## config.mk

```make
export PLATFORM = sky130hd
export DESIGN_NAME = fft8_bf_sched
export DESIGN_NICKNAME = d
export VERILOG_FILES = /design/src/rtl/fft8_bf_sched.sv
export SDC_FILE = /design/constraint.sdc
export NUM_CORES = 1
export LEC_CHECK = 0
export ABC_AREA = 1
export BUFFER_PORTS_ARGS = -buffer_cell sky130_fd_sc_hd__clkbuf_2
export CORE_MARGIN = 5
export CORE_UTILIZATION = 25
export CTS_BUF_LIST = sky130_fd_sc_hd__clkbuf_4
export CTS_CLUSTER_SIZE = 25
export DETAILED_ROUTE_END_ITERATION = 10
export MAX_ROUTING_LAYER = met4
export PLACE_DENSITY = 0.49
export SLEW_MARGIN = 20
export SYNTH_ARGS = -nofsm -noshare
export SYNTH_HDL_FRONTEND = slang
export SYNTH_SLANG_ARGS = --single-unit
```

## constraint.sdc

```tcl
create_clock -name clk -period 8.65 [get_ports clk]
set_clock_uncertainty 0.2 [all_clocks]
set_input_delay 0.4325 -clock clk [delete_from_list [all_inputs] [get_ports clk]]
set_output_delay 0.4325 -clock clk [all_outputs]
set_load 0.02 [all_outputs]
```

## src/rtl/fft8_bf_sched.sv

```systemverilog
// fft8_bf_sched: sequencer for an 8-point radix-2 DIT FFT built around one
// shared butterfly unit. Walks the 3 stages x 4 butterflies, drives the two
// operand-mux selects and the twiddle index, and replays the in-place
// destination addresses BF_LAT cycles later as write-back strobes. A drain
// gap of BF_LAT cycles after each stage keeps the next stage from reading a
// result that has not yet been written back.
module fft8_bf_sched #(
   parameter int BF_LAT = 2 // butterfly latency, operand select -> result valid (1..4)
) (
   input  logic       clk,
   input  logic       rst_n,
   input  logic       start,
   output logic       busy,
   output logic       done,
   output logic       src_in,
   output logic [2:0] sel_a,
   output logic [2:0] sel_b,
   output logic [1:0] tw_idx,
   output logic       issue,
   output logic [1:0] stage,
   output logic       wr_en,
   output logic [2:0] wr_addr_a,
   output logic [2:0] wr_addr_b
);

   typedef enum logic [1:0] {
      S_IDLE  = 2'd0,
      S_ISSUE = 2'd1,
      S_DRAIN = 2'd2,
      S_DONE  = 2'd3
   } state_e;

   // One write-back slot: valid flag plus the two in-place destinations.
   typedef struct packed {
      logic       vld;
      logic [2:0] a;
      logic [2:0] b;
   } wb_t;

   localparam logic [2:0] CNT_LAST = 3'(BF_LAT - 1);

   // Butterfly j of stage s -> {a, b, k}:
   //   span = 2^s, pos = j mod span, grp = j >> s
   //   a = grp*2*span + pos, b = a + span, k = pos << (2-s)
   function automatic logic [7:0] bf_addr(input logic [1:0] s, input logic [1:0] j);
      logic [2:0] span;
      logic [2:0] pos;
      logic [2:0] grp;
      logic [2:0] a;
      logic [2:0] b;
      logic [2:0] k;
      span = 3'd1 << s;
      pos  = {1'b0, j} & (span - 3'd1);
      grp  = {1'b0, j} >> s;
      a    = (grp << (s + 2'd1)) + pos;
      b    = a + span;
      k    = pos << (2'd2 - s);
      return {a, b, k[1:0]};
   endfunction

   // Reverse the three address bits (stage 0 reads the natural-order input
   // bank in bit-reversed order).
   function automatic logic [2:0] bitrev3(input logic [2:0] x);
      return {x[0], x[1], x[2]};
   endfunction

   // Sequencing state
   state_e     state_q, state_d;
   logic [1:0] stage_q, stage_d;   // stage being issued/drained
   logic [1:0] bf_q, bf_d;         // butterfly index within the stage
   logic [2:0] cnt_q, cnt_d;       // drain cycle counter

   // Registered outputs
   logic       busy_q, busy_d;
   logic       done_q, done_d;
   logic       src_in_q, src_in_d;
   logic [2:0] sel_a_q, sel_a_d;
   logic [2:0] sel_b_q, sel_b_d;
   logic [1:0] tw_idx_q, tw_idx_d;
   logic       issue_q, issue_d;
   logic [1:0] stage_o_q, stage_o_d;
   logic [2:0] wa_q, wa_d;         // natural-order destinations of the issued butterfly
   logic [2:0] wb_q, wb_d;

   // Write-back delay line; the last slot drives the write port directly
   wb_t pipe_q [BF_LAT];
   wb_t pipe_d [BF_LAT];

   // State register: sequencing counters and all registered outputs
   // NOTE: clocked state uses non-blocking (<=) so every flop samples the
   // pre-edge value of its neighbours; blocking here would create order-dependent races.
   always_ff @(posedge clk or negedge rst_n) begin
      if (!rst_n) begin
         state_q   <= S_IDLE;
         stage_q   <= 2'd0;
         bf_q      <= 2'd0;
         cnt_q     <= 3'd0;
         busy_q    <= 1'b0;
         done_q    <= 1'b0;
         src_in_q  <= 1'b0;
         sel_a_q   <= 3'd0;
         sel_b_q   <= 3'd0;
         tw_idx_q  <= 2'd0;
         issue_q   <= 1'b0;
         stage_o_q <= 2'd0;
         wa_q      <= 3'd0;
         wb_q      <= 3'd0;
      end else begin
         state_q   <= state_d;
         stage_q   <= stage_d;
         bf_q      <= bf_d;
         cnt_q     <= cnt_d;
         busy_q    <= busy_d;
         done_q    <= done_d;
         src_in_q  <= src_in_d;
         sel_a_q   <= sel_a_d;
         sel_b_q   <= sel_b_d;
         tw_idx_q  <= tw_idx_d;
         issue_q   <= issue_d;
         stage_o_q <= stage_o_d;
         wa_q      <= wa_d;
         wb_q      <= wb_d;
      end
   end

   // Next-state logic: IDLE -> (ISSUE x4 -> DRAIN xBF_LAT) x3 -> DONE -> IDLE
   // NOTE: every variable gets a default at the top of the block so no path
   // leaves it unassigned, which would otherwise infer a latch.
   always_comb begin
      state_d = state_q;
      stage_d = stage_q;
      bf_d    = bf_q;
      cnt_d   = cnt_q;
      unique case (state_q)
         S_IDLE: begin
            if (start) begin
               state_d = S_ISSUE;
               stage_d = 2'd0;
               bf_d    = 2'd0;
            end
         end
         S_ISSUE: begin
            if (bf_q == 2'd3) begin
               state_d = S_DRAIN;
               cnt_d   = 3'd0;
            end else begin
               bf_d = bf_q + 2'd1;
            end
         end
         S_DRAIN: begin
            if (cnt_q == CNT_LAST) begin
               if (stage_q == 2'd2) begin
                  state_d = S_DONE;
               end else begin
                  state_d = S_ISSUE;
                  stage_d = stage_q + 2'd1;
                  bf_d    = 2'd0;
               end
            end else begin
               cnt_d = cnt_q + 3'd1;
            end
         end
         S_DONE: begin
            state_d = S_IDLE;
         end
         default: begin
            state_d = S_IDLE;
         end
      endcase
   end

   // Output logic: derived from the next state so the registered outputs
   // line up with the state they describe
   always_comb begin
      logic [7:0] abk;
      abk       = bf_addr(stage_d, bf_d);
      busy_d    = (state_d == S_ISSUE) || (state_d == S_DRAIN);
      done_d    = (state_d == S_DONE);
      issue_d   = (state_d == S_ISSUE);
      stage_o_d = busy_d ? stage_d : 2'd0;
      src_in_d  = 1'b0;
      sel_a_d   = 3'd0;
      sel_b_d   = 3'd0;
      tw_idx_d  = 2'd0;
      wa_d      = 3'd0;
      wb_d      = 3'd0;
      if (issue_d) begin
         wa_d     = abk[7:5];
         wb_d     = abk[4:2];
         tw_idx_d = abk[1:0];
         if (stage_d == 2'd0) begin
            src_in_d = 1'b1;
            sel_a_d  = bitrev3(abk[7:5]);
            sel_b_d  = bitrev3(abk[4:2]);
         end else begin
            sel_a_d = abk[7:5];
            sel_b_d = abk[4:2];
         end
      end
   end

   // Write-back delay line input: shift in the issued butterfly each cycle
   always_comb begin
      pipe_d[0] = '{vld: issue_q, a: wa_q, b: wb_q};
      for (int i = 1; i < BF_LAT; i++) begin
         pipe_d[i] = pipe_q[i-1];
      end
   end

   // Write-back delay line register
   // NOTE: this delay line is reset on purpose, unlike a data memory: a
   // stale valid bit surviving reset would fire a spurious write-back.
   always_ff @(posedge clk or negedge rst_n) begin
      if (!rst_n) begin
         for (int i = 0; i < BF_LAT; i++) begin
            pipe_q[i] <= '0;
         end
      end else begin
         for (int i = 0; i < BF_LAT; i++) begin
            pipe_q[i] <= pipe_d[i];
         end
      end
   end

   assign busy      = busy_q;
   assign done      = done_q;
   assign src_in    = src_in_q;
   assign sel_a     = sel_a_q;
   assign sel_b     = sel_b_q;
   assign tw_idx    = tw_idx_q;
   assign issue     = issue_q;
   assign stage     = stage_o_q;
   assign wr_en     = pipe_q[BF_LAT-1].vld;
   assign wr_addr_a = pipe_q[BF_LAT-1].a;
   assign wr_addr_b = pipe_q[BF_LAT-1].b;

endmodule

```

==> Word level (Yosys, flattened, before mapping) <==
Index checks and enable logic that the tools add are counted.
{ "totals": {"ff_bits": 43, "latchBits": 0, "mem_count": 0, "output_inout_bits": 21, "inputBits": 3, "mem_bits_rw": 0, "wordCells": 76, "mem_bits_ro": 0} }
{ "op_classes": {"n_mux": 27, "shift": 4, "bitwise": 1, "order_cmp": 0, "mul": 0, "n_reduce_logical": 5, "div": 0, "eq_ne": 11, "n_addsub": 8} }
{ "op_table": {"columns": ["operator", "n"], "rows": [
  ["$mux 2", 13],
  ["$mux 3", 8],
  ["$eq 2x2->1 const B", 6],
  ["$pmux 2 s4", 1],
  ["$add 2x1->2 const B", 3],
  ["$add 3x3->3", 2],
  ["$pmux 2 s3", 1],
  ["$pmux 3 s2", 1],
  ["$eq 2x1->1 const B", 2],
  ["$logic_not 2->1", 2],
  ["$ne 2x2->1 const B", 2],
  ["$pmux 2 s2", 1],
  ["$add 3x1->3 const B", 1],
  ["$and 2x3->3", 1],
  ["$eq 3x1->1 const B", 1],
  ["$reduce_and 3->1", 1],
  ["$shl 1x2->3 const A", 1],
  ["$shl 3x2->2", 1],
  ["$shl 3x2->3", 1],
  ["$shr 2x2->3", 1],
  ["$sub 3x1->3 const B", 1],
  ["$mux 1", 2],
  ["$reduce_bool 2->1", 1],
  ["$sub 2x2->2 const A", 1],
  ["$logic_or 1x1->1", 1]
]} }

==> Logic depth before layout (Yosys ltp) <==
{ "depth": {"word_depth": 11, "depth_mapped": 20, "mapped_depth_nobuf": 20} }

==> Least setup slack after synthesis <==
No wires, ideal clock.
{ "synth_path": {"path_type": "register to register", "start": "reg cnt_q[0]", "end": "reg wb_q[1]", "path_buffers": 0, "t_required_ns": 8.327, "arrival_time_ns": 2.703, "setup_time_ns": 0.123, "path_slack_ns": 5.625, "stages_incl_launch_ff": 18, "synth_period_minus_slack_ns": 3.025, "path_cell_list": "dfrtp_1 -> ha_1 -> inv_1 -> nor2_2 -> nand2_2 -> nand3_2 -> nand2_2 -> inv_2 -> ha_1 -> inv_1 -> nand2_2 -> nor3_1 -> ha_1 -> inv_1 -> fa_1 -> xor2_1 -> xor2_1 -> nor2_1"} }
{ "synth_between": {"elab_chain_len": 9, "elab_cells_between_ends": 17, "cone_classes": "add/sub: 4; eq/ne: 2; shift: 3; mux: 7; bitwise: 1"} }
{ "synth_lines": {"columns": ["item", "line_no", "rtl"], "rows": [
  ["start: declaration", "71", "logic [2:0] cnt_q, cnt_d;"],
  ["start signal: assignment", "112", "cnt_q <= cnt_d;"],
  ["$eq 3x1->1 *", "151", "if (cnt_q == CNT_LAST) begin"],
  ["$mux 2 *", "151", null],
  ["$pmux 2 s2 *", "134", "unique case (state_q)"],
  ["named net stage_d[0]", "69", "logic [1:0] stage_q, stage_d;"],
  ["$shl 1x2->3", "52", "span = 3'd1 << s;"],
  ["$sub 3x1->3", "53", "pos = {1'b0, j} & (span - 3'd1);"],
  ["$and 2x3->3", "53", null],
  ["$add 3x3->3", "55", "a = (grp << (s + 2'd1)) + pos;"],
  ["$add 3x3->3 *", "56", "b = a + span;"],
  ["$mux 3 *", "187", "if (issue_d) begin"],
  ["end signal: assignment", "122", "wb_q <= wb_d;"],
  ["end: declaration", "83", "logic [2:0] wb_q, wb_d;"]
]} }
Mark *: on every way through the listed nets, which the timed path passes. The rest lies on a longest branch.
A chain may end at the register's enable or synchronous reset.

==> Worst setup path after layout <==
{ "layout_path": {"start": "reg cnt_q[1]", "end": "reg wb_q[1]"} }
Same word-level chain as after synthesis.

==> impl_metrics.env <==
export IMPL_worstSetupPathType="flip-flop to flip-flop"
export IMPL_yosysTopAreaCellShare_pct=59.59
export IMPL_violations="hold timing"
export IMPL_routabilityCongestion=0.7568
export IMPL_htree_levels=2
export IMPL_die_h_um=92.99
export IMPL_synth_area_leaders="dfrtp_1 60%, ha_1 7.3%, inv_1 4.6%"
export IMPL_maxSlewViolCount=0
export IMPL_grt_start_max_net_pins=42
export IMPL_utilization_pct=29.61
export IMPL_initialDrtViolationCount=74
export IMPL_yosys_warnings=0
export IMPL_totalWireLength_um=2788
export IMPL_max_slew_margin_pct=41.23
export IMPL_yosysMostFrequentCell="dfrtp_1"
export IMPL_cp_arrival_ns=3.29
export IMPL_synth_cell_types=28
export IMPL_finalCriticalPeriod_ns=3.255
export IMPL_synthesis_area_sq_um=1722
export IMPL_dp_cells=253
export IMPL_endpoint_kind="flip-flop"
export IMPL_drc_errors=0
export IMPL_ys_seq_elements=41
export IMPL_clkSinkCount=41
export IMPL_async_flop_share_pct=100.0
export IMPL_vias_per_cell=4.065
export IMPL_synth_cells=152
export IMPL_row_count=30
export IMPL_antenna_found_initial=0
export IMPL_hold_path_class="input port to asynchronous set/reset pin"
export IMPL_max_cap_viol_count=0
export IMPL_wl_per_cell_um=10.68
export IMPL_core_area_sq_um=6756
export IMPL_power_total_w=0.0007470
export IMPL_crit_start="cnt_q[1]$_DFFE_PN0P_"
export IMPL_grt_pass1_vias=1092
export IMPL_tns_ns=0
export IMPL_clk_path_buf_depth=2
export IMPL_hold_buffers=0
export IMPL_finalCritPeriodShare_pct=37.63
export IMPL_antenna_cells=0
export IMPL_die_area_sq_um=8646
export IMPL_place_area_sq_um=1922
export IMPL_grt_overflow=0
export IMPL_grt_first_pass_wirelength_um=5002
export IMPL_crit_required_ns=8.68
export IMPL_path_clk_slew_ns=0.13
export IMPL_yosys_top_cells_count="41 x dfrtp_1, 21 x inv_1, 14 x nand2_1"
export IMPL_regToRegStartpoint="cnt_q[1]$_DFFE_PN0P_"
export IMPL_final_cells=261
export IMPL_clk_insertion_delay_late_ns=0.34
export IMPL_synth_top_cell_by_area="dfrtp_1"
export IMPL_hold_violations=14
export IMPL_fin_area_sq_um=2001
export IMPL_synth_flop_cell="dfrtp_1"
export IMPL_synth_seq_area_share_pct=59.59
export IMPL_initial_core_util_pct=25.48
export IMPL_fmax_mhz=307.2
export IMPL_leakage_nw=1.038
export IMPL_cts_tree="built"
export IMPL_port_buffers=23
export IMPL_ant_nets=0
export IMPL_fp_dieW_um=92.99
export IMPL_cts_setup_buffers=0
export IMPL_cellPowerDensity_nw_per_um2=373.4
export IMPL_final_net_count=194
export IMPL_hpwl_um=2151
export IMPL_grt_util_all_layers_pct=7.543
export IMPL_cts_resized=0
export IMPL_status="complete, but fails checks"
export IMPL_fill_cells=701
export IMPL_avgSynthCellArea_sq_um=11.33
export IMPL_rsz0062_at_grt="false"
export IMPL_hold_ws_ns=-0.009864
export IMPL_tightestPinTransition_ns=0.8816
export IMPL_synth_edff_count=0
export IMPL_num_vias=1061
export IMPL_setup_violations_final=0
export IMPL_start_kind="flip-flop"
export IMPL_areaGrowthSynthToFinish_pct=16.21
export IMPL_final_layout_size_suffix_gt1_share_pct=32.60
export IMPL_crit_fanout=5
export IMPL_ir_drop_mv=0.06870
export IMPL_io_pins=24
export IMPL_synth_fp_nets=166
export IMPL_drtPass1Iterations=5
export IMPL_numCtsBuffers=5
export IMPL_cts_root_buf="clkbuf_4"
path summary, 6_finish.rpt:
check / end / slack (ns) / cells after the start
setup / recovery: wb_q[1]$_DFF_PN0_ / 5.39 / 18
hold / removal: wr_en$_DFF_PN0_ / -0.01 / 1
setup reg to reg: wb_q[1]$_DFF_PN0_ / 5.39 / 18
hold reg to reg: wr_addr_a[2]$_DFF_PN0_ / 0.16 / 0
max in group asynchronous: sel_b[0]$_DFF_PN0_ / 7.70 / 1
min in group clk: wr_addr_a[2]$_DFF_PN0_ / 0.16 / 0
cells in the final DEF (no fill, tap or decap), types with 5 or more instances in the layout:
cell      synthesis  routed
ha_1             10      10
clkbuf_4          0       5
nand2_2           8       8
nor2_1           10      10
nand3_1           8       8
inv_1            21      21
nand2_1          14      14
nand3_2           6       6
clkbuf_2          0      22
dfrtp_1          41      41
where the power goes:
| group | internal, W | switching, W |
|---|---|---|
| registers | 0.000257 | 0.0000253 |
| clock network | 0.0000599 | 0.0000632 |
| logic | 0.000119 | 0.000222 |
state kept, by name (all words and copies together), names as in the netlist, 2 cells and up:
signal	flops
bf_q	2
pipe_d	7
stage	2
wr_addr_a	3
stage_q	2
wr_addr_b	3
wb_q	3
state_q	2
sel_a	2
wa_q	3
tw_idx	2
sel_b	2
cnt_q	3
worst max-delay path, stage by stage, from the launching register on:
cell     delay, ns
dfrtp_1       0.41
inv_1         0.06
ha_1          0.15
inv_1         0.05
nor2_2        0.16
nand2_2       0.11
nand3_2       0.09
nand2_4       0.08
inv_1         0.12
ha_1          0.28
inv_1         0.10
nand2_2       0.08
nor3_1        0.15
ha_1          0.17
inv_1         0.04
fa_1          0.51
xor2_1        0.18
xor2_1        0.16
nor2_1        0.05
stage by stage:
| step | hold WS (ns) | setup WS, ns |
|---|---|---|
| 2_1_floorplan | -0.06309 | 5.625 |
| 3_3_place_gp | 0.1323 | 5.425 |
| 3_5_place_dp | 0.1347 | 5.397 |
| 4_1_cts | 0.05765 | 5.365 |
| 5_1_grt | 0.07564 | 5.118 |
| 6_report | -0.009864 | 5.395 |
logic make-up after synthesis:
group / synth area share (%)
simple gates: 19.91
flops: 59.59
buf+inv: 6.322
compound gates: 4.725
fa+ha+maj: 8.430
xor+xnor: 1.018
metal layers:
layer / vias to the layer above / share of wire [%] / global-route usage, %
met2: 25 / 46 / 11.34
met3: 6 / 5.2 / 2.735
met5: - / 0 / -
met1: 492 / 47 / 9.128
met4: 0 / 1.8 / 3.297
li1: 538 / - / -
layout make-up:
class                   instances  area (sq um)  share of cell area, %
clock buffers                   5         37.54                  1.876
clock inverters                 3         41.29                  2.064
inverters                      25         93.84                  4.690
multi-input cells              84         586.8                  29.33
flip-flops and latches         41          1026                  51.28
well taps                      80         100.1                  5.003
repair buffers                 23         115.1                  5.754
No activity file was read; power rests on OpenSTA's default activity.
